**src/rtl/decode_queue.sv**
```systemverilog
// RV32I decode queue: decodes fetched instructions on enqueue and buffers them,
// with their PC, in a DEPTH-entry circular FIFO toward dispatch.

`ifndef DECODE_QUEUE_OPS
`define DECODE_QUEUE_OPS
`define OP_LUI   8'd1
`define OP_AUIPC 8'd2
`define OP_JAL   8'd3
`define OP_JALR  8'd4
`define OP_BEQ   8'd5
`define OP_BNE   8'd6
`define OP_BLT   8'd7
`define OP_BGE   8'd8
`define OP_BLTU  8'd9
`define OP_BGEU  8'd10
`define OP_LB    8'd11
`define OP_LH    8'd12
`define OP_LW    8'd13
`define OP_LBU   8'd14
`define OP_LHU   8'd15
`define OP_SB    8'd16
`define OP_SH    8'd17
`define OP_SW    8'd18
`define OP_ADDI  8'd19
`define OP_SLTI  8'd20
`define OP_SLTIU 8'd21
`define OP_XORI  8'd22
`define OP_ORI   8'd23
`define OP_ANDI  8'd24
`define OP_SLLI  8'd25
`define OP_SRLI  8'd26
`define OP_SRAI  8'd27
`define OP_ADD   8'd28
`define OP_SUB   8'd29
`define OP_SLL   8'd30
`define OP_SLT   8'd31
`define OP_SLTU  8'd32
`define OP_XOR   8'd33
`define OP_SRL   8'd34
`define OP_SRA   8'd35
`define OP_OR    8'd36
`define OP_AND   8'd37
`endif

module decode_queue #(
    parameter int unsigned DEPTH  = 4,
    parameter int unsigned ADDR_W = 32,
    parameter int unsigned OP_W   = 6
) (
    input  logic                         clk_in,
    input  logic                         rst_in,
    input  logic                         rdy_in,
    input  logic                         flush_in,
    input  logic                         in_valid,
    output logic                         in_ready,
    input  logic [31:0]                  in_ins,
    input  logic [ADDR_W-1:0]            in_pc,
    output logic                         out_valid,
    input  logic                         out_ready,
    output logic [OP_W-1:0]              out_opcode,
    output logic [4:0]                   out_rd,
    output logic [4:0]                   out_rs1,
    output logic [4:0]                   out_rs2,
    output logic [31:0]                  out_imm,
    output logic [ADDR_W-1:0]            out_pc,
    output logic                         out_illegal,
    output logic [$clog2(DEPTH+1)-1:0]   out_count
);

    localparam int unsigned PW = $clog2(DEPTH);
    localparam int unsigned CW = $clog2(DEPTH+1);
    localparam int unsigned EW = 1 + OP_W + 15 + 32 + ADDR_W;

    logic [PW-1:0] head, tail;
    logic [CW-1:0] count;
    logic [EW-1:0] mem [DEPTH];
    logic [EW-1:0] head_ent;
    logic          push, pop;

    // Instruction fields and immediate formats
    logic [2:0]  f3;
    logic [6:0]  f7;
    logic [31:0] imm_i, imm_s, imm_b, imm_u, imm_j, imm_sh;
    logic [7:0]  op_n;
    logic [4:0]  d_rd, d_rs1, d_rs2;
    logic [31:0] d_imm;
    logic        d_ill;

    assign f3     = in_ins[14:12];
    assign f7     = in_ins[31:25];
    assign imm_i  = {{20{in_ins[31]}}, in_ins[31:20]};
    assign imm_s  = {{20{in_ins[31]}}, in_ins[31:25], in_ins[11:7]};
    assign imm_b  = {{19{in_ins[31]}}, in_ins[31], in_ins[7], in_ins[30:25], in_ins[11:8], 1'b0};
    assign imm_u  = {in_ins[31:12], 12'b0};
    assign imm_j  = {{11{in_ins[31]}}, in_ins[31], in_ins[19:12], in_ins[20], in_ins[30:21],
                     1'b0};
    assign imm_sh = {27'b0, in_ins[24:20]};

    // Decode the incoming word; op_n == 0 marks an illegal encoding
    always_comb begin
        op_n  = 8'd0;
        d_rd  = 5'd0;
        d_rs1 = 5'd0;
        d_rs2 = 5'd0;
        d_imm = 32'd0;
        case (in_ins[6:0])
            7'h37: begin op_n = `OP_LUI;   d_rd = in_ins[11:7]; d_imm = imm_u; end
            7'h17: begin op_n = `OP_AUIPC; d_rd = in_ins[11:7]; d_imm = imm_u; end
            7'h6f: begin op_n = `OP_JAL;   d_rd = in_ins[11:7]; d_imm = imm_j; end
            7'h67: begin
                if (f3 == 3'b000) op_n = `OP_JALR;
                d_rd  = in_ins[11:7];
                d_rs1 = in_ins[19:15];
                d_imm = imm_i;
            end
            7'h63: begin
                case (f3)
                    3'b000:  op_n = `OP_BEQ;
                    3'b001:  op_n = `OP_BNE;
                    3'b100:  op_n = `OP_BLT;
                    3'b101:  op_n = `OP_BGE;
                    3'b110:  op_n = `OP_BLTU;
                    3'b111:  op_n = `OP_BGEU;
                    default: op_n = 8'd0;
                endcase
                d_rs1 = in_ins[19:15];
                d_rs2 = in_ins[24:20];
                d_imm = imm_b;
            end
            7'h03: begin
                case (f3)
                    3'b000:  op_n = `OP_LB;
                    3'b001:  op_n = `OP_LH;
                    3'b010:  op_n = `OP_LW;
                    3'b100:  op_n = `OP_LBU;
                    3'b101:  op_n = `OP_LHU;
                    default: op_n = 8'd0;
                endcase
                d_rd  = in_ins[11:7];
                d_rs1 = in_ins[19:15];
                d_imm = imm_i;
            end
            7'h23: begin
                case (f3)
                    3'b000:  op_n = `OP_SB;
                    3'b001:  op_n = `OP_SH;
                    3'b010:  op_n = `OP_SW;
                    default: op_n = 8'd0;
                endcase
                d_rs1 = in_ins[19:15];
                d_rs2 = in_ins[24:20];
                d_imm = imm_s;
            end
            7'h13: begin
                d_rd  = in_ins[11:7];
                d_rs1 = in_ins[19:15];
                d_imm = imm_i;
                case (f3)
                    3'b000: op_n = `OP_ADDI;
                    3'b010: op_n = `OP_SLTI;
                    3'b011: op_n = `OP_SLTIU;
                    3'b100: op_n = `OP_XORI;
                    3'b110: op_n = `OP_ORI;
                    3'b111: op_n = `OP_ANDI;
                    3'b001: begin
                        d_imm = imm_sh;
                        if (f7 == 7'b0000000) op_n = `OP_SLLI;
                    end
                    default: begin
                        d_imm = imm_sh;
                        if (f7 == 7'b0000000)      op_n = `OP_SRLI;
                        else if (f7 == 7'b0100000) op_n = `OP_SRAI;
                    end
                endcase
            end
            7'h33: begin
                d_rd  = in_ins[11:7];
                d_rs1 = in_ins[19:15];
                d_rs2 = in_ins[24:20];
                case ({f7, f3})
                    {7'b0000000, 3'b000}: op_n = `OP_ADD;
                    {7'b0100000, 3'b000}: op_n = `OP_SUB;
                    {7'b0000000, 3'b001}: op_n = `OP_SLL;
                    {7'b0000000, 3'b010}: op_n = `OP_SLT;
                    {7'b0000000, 3'b011}: op_n = `OP_SLTU;
                    {7'b0000000, 3'b100}: op_n = `OP_XOR;
                    {7'b0000000, 3'b101}: op_n = `OP_SRL;
                    {7'b0100000, 3'b101}: op_n = `OP_SRA;
                    {7'b0000000, 3'b110}: op_n = `OP_OR;
                    {7'b0000000, 3'b111}: op_n = `OP_AND;
                    default:              op_n = 8'd0;
                endcase
            end
            default: op_n = 8'd0;
        endcase
        d_ill = (op_n == 8'd0);
        // Illegal entries carry only the flag and PC
        if (d_ill) begin
            d_rd  = 5'd0;
            d_rs1 = 5'd0;
            d_rs2 = 5'd0;
            d_imm = 32'd0;
        end
    end

    assign in_ready  = rdy_in & (count < CW'(DEPTH));
    assign out_valid = (count != '0);
    assign push      = in_valid & in_ready & ~flush_in;
    assign pop       = out_valid & out_ready & rdy_in & ~flush_in;

    // Pointer and occupancy update; flush outranks push/pop, rdy_in low freezes all
    always_ff @(posedge clk_in or negedge rst_in) begin
        if (!rst_in) begin
            head  <= '0;
            tail  <= '0;
            count <= '0;
        end else if (rdy_in) begin
            if (flush_in) begin
                head  <= '0;
                tail  <= '0;
                count <= '0;
            end else begin
                if (push) tail <= tail + 1'b1;
                if (pop)  head <= head + 1'b1;
                if (push && !pop)      count <= count + 1'b1;
                else if (!push && pop) count <= count - 1'b1;
            end
        end
    end

    // Entry storage; contents only matter while counted as occupied
    always_ff @(posedge clk_in) begin
        if (push) mem[tail] <= {d_ill, OP_W'(op_n), d_rd, d_rs1, d_rs2, d_imm, in_pc};
    end

    assign head_ent  = out_valid ? mem[head] : '0;
    assign {out_illegal, out_opcode, out_rd, out_rs1, out_rs2, out_imm, out_pc} = head_ent;
    assign out_count = count;

endmodule

```
**config.mk**
```make
export PLATFORM = sky130hd
export DESIGN_NAME = decode_queue
export DESIGN_NICKNAME = d
export VERILOG_FILES = /design/src/rtl/decode_queue.sv
export SDC_FILE = /design/constraint.sdc
export NUM_CORES = 1
export LEC_CHECK = 0
export ABC_AREA = 1
export CAP_MARGIN = 20
export CORE_UTILIZATION = 57
export DETAILED_ROUTE_END_ITERATION = 16
export GPL_ROUTABILITY_DRIVEN = 0
export MAX_ROUTING_LAYER = met4
export PLACE_DENSITY = 0.77
export SLEW_MARGIN = 10
export SYNTH_ARGS = -nofsm -noshare
export SYNTH_HDL_FRONTEND = slang
export SYNTH_SLANG_ARGS = --single-unit
```
**constraint.sdc**
```tcl
create_clock -name clk_in -period 5.3 [get_ports clk_in]
set_input_delay 1.06 -clock clk_in [delete_from_list [all_inputs] [get_ports clk_in]]
set_output_delay 1.06 -clock clk_in [all_outputs]
set_load 0.01 [all_outputs]
```
== Word level (Yosys, flattened, before mapping) ==
Memories as Yosys holds them, arrays and structs flattened.
Cells that the tools add are included.

* Logic and storage cells: 92
* Bits in read-only memories: 0
* Input bits: 70
* RAM bits: 344
* Register bits after elaboration: 7
* Latch bits: 0
* Output and inout port bits: 91
* Memories kept: 1

{| class="wikitable"
|+ Memories
! memory !! depth !! width !! rd ports !! clocked after memory_dff !! write ports !! line !! source
|-
| mem || 4 || 86 || 1 || 0 || 1 || 76 || <nowiki>logic [EW-1:0] mem [DEPTH];</nowiki>
|}

* Add/sub/neg operators: 4
* Bitwise gates (word level): 7
* Multipliers: 0
* Order comparisons: 1
* Equal/unequal tests: 26
* Reductions and logical operators: 21
* Multiplexer cells: 29
* Div/mod/pow operators: 0
* Shift-type cells: 0

{| class="wikitable"
|+ Operators by type and width
! cell !! number
|-
| one-hot mux 32 bit (6 select lines) || 1
|-
| 2-to-1 mux 86 bit || 1
|-
| 2-to-1 mux 32 bit || 2
|-
| one-hot mux 6 bit (10 select lines) || 1
|-
| one-hot mux 6 bit (9 select lines) || 1
|-
| 2-to-1 mux 5 bit || 9
|-
| == test 10 x 3 -> 1 bit, second input constant || 4
|-
| one-hot mux 5 bit (7 select lines) || 1
|-
| == test 7 x 6 -> 1 bit, second input constant || 4
|-
| one-hot mux 4 bit (6 select lines) || 1
|-
| == test 7 bit, second input constant || 3
|-
| == test 10 x 2 -> 1 bit, second input constant || 2
|-
| == test 10 x 9 -> 1 bit, second input constant || 2
|-
| one-hot mux 4 bit (5 select lines) || 1
|-
| one-hot mux 5 bit (3 select lines) || 1
|-
| == test 7 x 5 -> 1 bit, second input constant || 2
|-
| == test 3 bit, second input constant || 4
|-
| 2-to-1 mux 3 bit || 4
|-
| OR reduction 6 bit || 2
|-
| == test 10 x 1 -> 1 bit, second input constant || 1
|-
| logical NOT 10 bit || 1
|-
| logical NOT 8 bit || 1
|-
| 2-to-1 mux 2 bit || 4
|-
| == test 7 x 2 -> 1 bit, second input constant || 1
|-
| other kinds (19) || 34
|}

== Longest topological paths before layout ==
Gate-level depths: netlist of the first run.

* Depth after elaboration: 9
* Gate-level depth with buffers: 15
* Gate-level depth less buffers: 12

== Worst setup path before layout of the first run ==
Ideal clock, no wire load.

* Path type: input -> register
* Start: input port rdy_in
* End: memory mem[0][0] (netlist bit) (enable)
* Path buffers: 0
* Data arrival time: 5,265 ps
* Library setup time: 531 ps
* Required time: 4,769 ps
* Setup slack: -496 ps
* Stages: 6
* Cells stage by stage: inv_1 -> nor2_1 -> nand2_1 -> nor2_1 -> inv_1 -> nor2_1

* Word-level cells in the longest chain between the ends: 5

{| class="wikitable"
|+ RTL lines
! item !! line !! source
|-
| from (decl) || 52 || <nowiki>input logic rdy_in,</nowiki>
|-
| AND 1 bit || 206 || <nowiki>assign in_ready = rdy_in & (count < CW'(DEPTH));</nowiki>
|-
| net in_ready || 55 || <nowiki>output logic in_ready,</nowiki>
|-
| AND 1 bit (2 in a row) || 208 || <nowiki>assign push = in_valid & in_ready & ~flush_in;</nowiki>
|-
| 2-to-1 mux 1 bit || 233 || <nowiki>if (push) mem[tail] <= {d_ill, OP_W'(op_n), d_rd, d_rs1, d_rs2, d_imm, in_pc};</nowiki>
|-
| 2-to-1 mux 1 bit (implied by the code) || 233 ||
|-
| to (decl) || 76 ||
|}

The timed path passes the listed nets, and every way through them passes these cells.

== Final worst setup path of the first run ==
* Start: register head[0]
* End: output port out_imm[13]

* Word-level cells in the longest chain between the ends: 2

{| class="wikitable"
|+ RTL lines
! item !! line !! source
|-
| from (decl) || 74 || <nowiki>logic [PW-1:0] head, tail;</nowiki>
|-
| from (signal assigned) || 224 || <nowiki>if (pop) head <= head + 1'b1;</nowiki>
|-
| memory (4 x 86 bit) || -- ||
|-
| 2-to-1 mux 86 bit || 236 || <nowiki>assign head_ent = out_valid ? mem[head] : '0;</nowiki>
|-
| to (decl) || 64 || <nowiki>output logic [31:0] out_imm,</nowiki>
|}

Every way passes these cells.

==> reports/summary.md, run 1 <==
In this run, synthesis inferred 344 flip-flops with an integrated enable. The total iterations of the first detailed-routing run came out at 7. The tools report the synthesized net count as 1453. The tools report the critical path arrival as 3.13 ns. The die is 165 µm tall. The tools report the number of DRC violations after detailed routing as 0. Summing every instance area after synthesis gives 15200 µm². The average wire per cell in the routed design was 17.8 µm. The tools report the launch instance of the worst min-delay path as out_count[2].

Buffers inserted during clock tree synthesis total 37. After synthesis, the share of flip-flops with an asynchronous set or reset is 1.99%. Clock-pin slew reported for the worst setup and hold paths after clock tree synthesis: 0.06 ns. In this run the tightest slew margin relative to its limit is 35.4%. The final layout contains 1595 nets. For the number of antenna violations at the first check in global routing, the log shows 0. In this run the power spent charging and discharging nets is 2590 µW. For this design the static power due to leakage is 0.00643 µW. The category of the worst setup path launch point was a flip-flop. The first global-routing pass estimated 52300 µm of wire. Worst vdd rail ir drop: 0.487 mV. The largest area contributor in the synthesized netlist is sky130_fd_sc_hd__edfxtp_1. Via count of the first global-routing pass: 10300. For this run, the total global-route usage over all layers was measured as 25.9%. Among all flip-flop cells after synthesis, the most frequent one is sky130_fd_sc_hd__edfxtp_1. The tools report the number of cells produced by synthesis as 1378. The setup path with the least slack is of type reg2out.

At the pin with the least slew margin, the transition time is 0.969 ns. The number of levels in the clock H-tree came out at 2. STA classifies the critical path endpoint as an output port.

In the post-synthesis netlist, the biggest area contributors are sky130_fd_sc_hd__edfxtp_1, sky130_fd_sc_hd__nor2_1, sky130_fd_sc_hd__o21ai_0. Derived from the worst setup path, the maximum achievable clock frequency is 238 MHz. For the worst flop-to-flop path, the logic depth is 6. The share of the Yosys chip area taken by registers is 69.2%. Among all cell types in the netlist, the one instantiated most often is sky130_fd_sc_hd__nor2_1. In this run the remaining antenna-violating nets after routing total 0. The internal power of the cells totals 5690 µW.

Summed over its instances, the top area cell type makes up 68.0% of the synthesized netlist area. Once the clock tree was built, the resizer swapped 0 gates to a different size. The reg-to-reg setup timing slack is 2.91 ns. The Yosys step of the flow raised 0 warnings.

The synthesized area per cell came out at 11.0 µm². Once the clock tree was built, the setup fixing pass inserted 0 buffers. The final route contains 10600 vias. Clock tree synthesis found a total of 351 sinks.

The run gives 38 as the distinct cell type count after synthesis. The layout has 1819 filler cells. The required time of the worst setup path came out at 4.24 ns. The run finished with clean final reports. The die footprint is 27300 µm², and the per-cell via count in the routed design is 5.62.

Once layout is complete, the utilization of the core stands at 69.8%. The worst setup skew after layout is 0.0122 ns. Registers are responsible for 38.0% of the overall power.

The run gives 58.3% as the effective utilization at floorplan. Buffers inserted to repair hold after CTS numbered 0. The relative contribution of the clock network to total power came out at 28.8%.

Setup repair after global routing left no endpoint under its margin. The largest fanout on the critical path works out to 97. The number of placement rows is 59, and the largest net degree at the start of global routing is 175. By count the netlist is led by sky130_fd_sc_hd__nor2_1, sky130_fd_sc_hd__edfxtp_1, sky130_fd_sc_hd__o21ai_0, sky130_fd_sc_hd__a21oi_1, sky130_fd_sc_hd__nand2_1. Combinational logic burns 33.2% of the power.

The clock passes through at most 3 buffers. After synthesis the netlist holds a flip-flop and latch count of 351. Pin placement for this block handled 161 I/O pins.

The number of antenna diodes in the final layout is 0. Class of the tightest hold or removal check: reg2reg. The final period demand of the worst path was 4.19 ns. Cells with a size suffix above 1 make up 8.92% of the layout. Number of failing hold endpoints at the final stage: 0. After layout, the design draws a total of 8280 µW. The tools report the origin of the critical flop-to-flop path as out_count[2]. The tools report the placeable core region as 26100 µm².

TritonCTS built the clock tree. The share of the cycle needed by the critical path after routing works out to 79.1%. Critical path startpoint: head[0]. The count of buffers added on input and output ports is 160. The root buffer cell chosen for the clock tree is sky130_fd_sc_hd__clkbuf_16. Endpoint of the lowest-slack register-to-register path: mem[0][44]. The tools report the later-pin clock latency in the skew report as 0.51 ns. The synthesis-to-finish area growth came out at 19.8%. The final max-slew violation count was 0; the total power density per cell area was 455 nW/µm². The switching power as a share of total power was 31.2%; the total overflow reported by the global router was 0. The first-iteration detailed-routing DRC count was 1139. Max-cap violations in this run came to 0. The total half-perimeter wirelength after legalization and detailed placement came out at 19500 µm. The endpoint of the worst setup timing path was out_imm[13]. The die is 165 µm wide. Summed over all layers, the routed wires come to 33500 µm. For the number of setup violations in the final report, the log shows 0.
state kept, by name, summed over array words and instances, names as in the netlist:
| register | count |
|---|---|
| mem | 344 |
| out_count | 3 |
| head | 2 |
| tail | 2 |
critical path, stage by stage, from the launching register on:
cell and delay, ns:
sky130_fd_sc_hd__dfrtp_4 0.50, sky130_fd_sc_hd__inv_4 0.60, sky130_fd_sc_hd__buf_4 0.42, sky130_fd_sc_hd__o21ai_0 0.14, sky130_fd_sc_hd__a21oi_1 0.25, sky130_fd_sc_hd__clkdlybuf4s50_1 0.60
cell families (layout without fill, tap and decap cells):
logic type / Yosys count / in the layout / synth area share (%)
buffers and inverters: 130 / 299 / 3.69
adder cells (fa/ha/maj): 5 / 5 / 0.462
AND/OR/NAND/NOR: 593 / 593 / 16.6
XOR/XNOR: 1 / 1 / 0.0577
flip-flops: 351 / 351 / 69.2
AO/OA/AOI/OAI: 298 / 298 / 9.97
cells in the final DEF, fill, tap and decap left out, drive strengths merged, types with 7 or more instances in the layout:
cell type,netlist,final
nand3,26,26
clkinv,1,14
edfxtp,344,344
clkbuf,55,50
nor2,463,463
o21ai,188,188
dfrtp,7,7
nand2,100,100
a21oi,101,101
inv,52,54
buf,22,20
clkdlybuf4s50,0,160
metrics by stage:
step / instances / worst slack [ns] / hold slack [ns] / setup TNS (ns) / area, µm²
after detailed placement: 1816 / 1.09 / 0.617 / 0 / 17100
final: 1882 / 1.11 / 0.621 / 0 / 18200
after global placement: 1816 / 1.18 / 0.615 / 0 / 17100
after floorplan: 1378 / -0.496 / 0.579 / -170.65 / 15200
after global routing: 1882 / 0.940 / 0.660 / 0 / 18200
after CTS: 1882 / 1.12 / 0.630 / 0 / 18200
power by group through the flow:
stage | clock network [µW] | logic [µW] | registers, µW
3_5_place_dp | 0 | 2760 | 3200
4_1_cts | 2410 | 2770 | 3150
6_report | 2380 | 2750 | 3150
5_1_grt | 2520 | 3010 | 3150
3_3_place_gp | 0 | 2720 | 3200
2_1_floorplan | 0 | 1390 | 3210
worst min path at each step:
| stage | to | slack [ns] | depth (start not counted) |
|---|---|---|---|
| after CTS | out_count[2] | 0.63 | 2 |
| final | out_count[2] | 0.62 | 2 |
| after detailed placement | out_count[2] | 0.62 | 2 |
| after global placement | out_count[1] | 0.61 | 2 |
| after global routing | out_count[1] | 0.66 | 2 |
| after floorplan | tail[1] | 0.58 | 2 |
layout make-up:
cell class	count	area, µm²	share of cell area (%)
inverter	53	204	1.12
clock buffer	50	1020	5.59
tap	335	419	2.31
multi-input combinational	897	4150	22.8
clock inverter	16	109	0.599
timing repair buffer	180	1780	9.77
sequential	351	10500	57.8
metal layers:
layer	vias to the layer above	track usage, %	wire length [µm]	share of wire, %
li1	5038	-	-	-
met3	65	3.52	2610	7.8
met4	0	9.51	895	2.7
met5	-	-	0	0
met2	461	42.5	16500	49
met1	5020	33.3	13500	40
Note: power is estimated with default switching activity, not from simulation.
==> run 2: changes to the inputs <==
clock period = 4.1 ns   (was 5.3 ns; I/O delays follow)
==> run 2 against run 1 <==
  * Critical endpoint is now out_rs1[4]
  * Power rose by 30%
  * Sequential power rose by 30%
  * Non-clock buffer count is 7 higher
  * Largest power group unchanged
  * Critical path type unchanged
==> reports/summary.md, run 2 (synthesized netlist as in run 1, its figures left out) <==
Of the total power, combinational logic draws 33.5%. The flow ran to the end, and the final reports show no timing, DRC or antenna violations. The most common cell after layout, fill and taps aside is sky130_fd_sc_hd__nor2_1. The switching power as a share of total power was 31.1%. For the number of cells upsized or downsized after cts, the log shows 0.

In this run the worst hold path is classified as in2async. Input and output buffers added on the ports amount to 160. For the worst setup path, the data required time is 3.28 ns.

Walking the worst path, the cells encountered are buf_4, nor2_1, nor2_1, o21ai_0, a21oi_1, clkdlybuf4s50_1. Internal power comes to 7440 µW. The worst setup skew after layout is 0.0144 ns, and the buffer count from post-CTS setup fixing is 0. For this run the aggregate overflow at the end of global routing stands at 0. The smallest setup slack after layout was 0.380 ns.

For the reported max-cap violation count, the log shows 0. In this run the worst path has a maximum fanout of 58. The placed standard-cell area is 17200 µm², and the final max-slew violation count is 0.

Endpoint kind of the worst setup timing path: an output port. Across all register-to-register paths, the minimum setup slack is 1.91 ns. The number of failing hold endpoints at the final stage is 0, and the buffers plus inverters on the worst setup path is 2. In this run the worst setup path begins at head[0].

The routed design has 34300 µm of wire. The synthesis-to-finish area growth was 20.6%. Hold repair after CTS inserted 0 buffers.

Counting flops per register, the top entry is mem. The tools report the number of placement rows as 59. Using the TritonRoute via totals, the vias-per-cell ratio works out to 5.62. At the worst endpoint, the arrival time is 2.90 ns. Leakage power of the design: 0.00649 µW. Prior to clock tree synthesis, the placed netlist has a worst setup slack of 0.333 ns. Via count of the first global-routing pass: 10100. The average wire per cell in the routed design is 18.2 µm. In this run, flip-flops and latches consume 37.8% of the power. Counting along the longest clock path gives a buffer depth of 3. Measured against its own limit, the worst slew margin works out to 45.3%.

At the later pin of the worst-skew pair, clock insertion delay measures 0.51 ns. The first global-routing pass estimated 52000 µm of wire. Origin of the critical flop-to-flop path: out_count[2]. Counting the buffers created by CTS gives 37. Dividing total power by cell area gives a power density of 589 nW/µm². In the layout the commonest cells are sky130_fd_sc_hd__nor2_1, sky130_fd_sc_hd__edfxtp_1, sky130_fd_sc_hd__o21ai_0, sky130_fd_sc_hd__clkdlybuf4s50_1, sky130_fd_sc_hd__a21oi_1.

Hold timing on the final database bottoms out at a slack of 0.576 ns. The die is 165 µm tall. After routing the design area is 18300 µm². Setup repair after global routing left no endpoint under its margin.

For the worst flop-to-flop path, the logic depth is 6. Flip-flop count of the largest register after layout: 344. The clock net sink count was 351; the final period demand of the worst path was 3.72 ns.

The path length in cells of the critical path is 6, and the number of nets with antenna violations after detailed routing is 0. On the critical path, the stage with the largest delay is an instance of sky130_fd_sc_hd__clkdlybuf4s50_1. Final setup TNS: 0 ns. The tools report the number of DRC violations after detailed routing as 0. The worst-case IR drop observed on VDD is 0.433 mV.

By instance count, the cell type seen most on the critical path is sky130_fd_sc_hd__nor2_1. Critical path class: reg2out. CTS built an H-tree with a depth of 2.

Global routing used 26.0% of the available tracks across all layers. Cells with a size suffix above 1 make up 9.37% of the layout. On the critical path the largest part of the delay comes from buffers and inverters. Static timing analysis puts the maximum clock frequency at 269 MHz.

The floorplan step defined a die boundary enclosing 27300 µm². The logs give 1884 for the final cell count without fillers and 983 for the first-iteration detailed-routing DRC count. TritonCTS built the clock tree. Root buffer cell: sky130_fd_sc_hd__clkbuf_16.

Summed over all nets, the switching power comes to 3350 µW. The die outline width was 165 µm. Total half-perimeter wirelength after legalization and detailed placement: 20600 µm. The relative contribution of the clock network to total power is 28.7%, and the largest net degree at the start of global routing is 67.

At the pin with the least slew margin, the transition time is 0.818 ns. Pin placement for this block handled 161 I/O pins. Number of fillers in the final layout: 1765. Summing over every cut layer, the via total after detailed routing is 10600. In this design, the stage delay of the slowest critical-path cell is 0.58 ns.

The number of antenna violations at the first check in global routing came out at 1. Including well taps, the total number of placed cells is 1823. The endpoint identified for the worst register-to-register timing path is mem[0][24]. The share of the cycle needed by the critical path after routing came out at 90.7%.

Category of the worst setup path launch point: a flip-flop. The logs give 1602 for the number of nets in the layout and 26100 µm² for the placeable core region. For the effective utilization at floorplan, the log shows 58.3%. The total iterations of the first detailed-routing run was 6; the clock-pin slew reported for the worst setup and hold paths after clock tree synthesis was 0.06 ns.

Following the worst setup path forward leads to its endpoint at out_rs1[4]. Setup violations remaining at the end of the flow were counted as 0.
[run 2: cell types whose count changed in the layout (fill, tap and decap cells not counted)]
cell / change
sky130_fd_sc_hd__buf_12: +7
sky130_fd_sc_hd__clkbuf_1: -3
sky130_fd_sc_hd__clkinv_1: -3
sky130_fd_sc_hd__bufinv_16: +2
sky130_fd_sc_hd__clkbuf_16: -2
sky130_fd_sc_hd__clkinv_4: -1
sky130_fd_sc_hd__diode_2: +1
sky130_fd_sc_hd__inv_6: +1
[run 2: worst min-delay path by stage]
stage,startpoint,to,slack (ns),depth (start not counted)
floorplan,rst_in,head[0],0.52,0
global placement,out_count[1],out_count[1],0.61,2
detailed placement,out_count[2],out_count[2],0.62,2
CTS,rst_in,out_count[1],0.56,1
global route,rst_in,out_count[1],0.58,1
finish,rst_in,out_count[1],0.58,1
[run 2: power groups by stage]
| stage | clock [µW] | combinational [µW] | sequential, µW |
|---|---|---|---|
| after global placement | 0 | 3570 | 4150 |
| after detailed placement | 0 | 3620 | 4150 |
| final | 3090 | 3610 | 4080 |
| after CTS | 3140 | 3640 | 4080 |
| after global routing | 3280 | 3930 | 4090 |
| after floorplan | 0 | 1800 | 4140 |
[run 2: worst register-to-register path: stages, from the launching register on]
cell,delay (ns)
sky130_fd_sc_hd__dfrtp_1,0.39
sky130_fd_sc_hd__nor2_1,0.17
sky130_fd_sc_hd__nand2_1,0.10
sky130_fd_sc_hd__nor2_1,0.20
sky130_fd_sc_hd__inv_1,0.22
sky130_fd_sc_hd__nor2_4,0.16
sky130_fd_sc_hd__buf_4,0.54
[run 2: per-layer routing]
metal / share of wire, % / track usage [%]
met1: 40 / 32.5
met5: 0 / -
met2: 50 / 43.0
met4: 2.8 / 9.47
met3: 7.8 / 4.35
[run 2: layout make-up]
| cell class | instances | area, µm² | share of cell area [%] |
|---|---|---|---|
| Sequential cell | 351 | 10500 | 57.4 |
| Multi-Input combinational cell | 897 | 4150 | 22.6 |
| Timing Repair Buffer | 187 | 1920 | 10.5 |
| Clock buffer | 45 | 956 | 5.22 |
| Tap cell | 335 | 419 | 2.29 |
| Inverter | 53 | 204 | 1.11 |
| Clock inverter | 15 | 158 | 0.861 |
| Antenna cell | 1 | 2.50 | 0.0137 |
[run 2: metrics by stage]
| step | util [%] | power (µW) |
|---|---|---|
| floorplan | - | 5940 |
| global placement | 66.0 | 7720 |
| detailed placement | 66.0 | 7780 |
| CTS | 70.3 | 10900 |
| global route | 70.3 | 11300 |
| finish | 70.3 | 10800 |
==> run 3: changes to the inputs <==
SKIP_LAST_GASP = 1   (was not set)
==> results of run 3 <==
The final DEF is identical to that of run 2; final timing and power are the same.
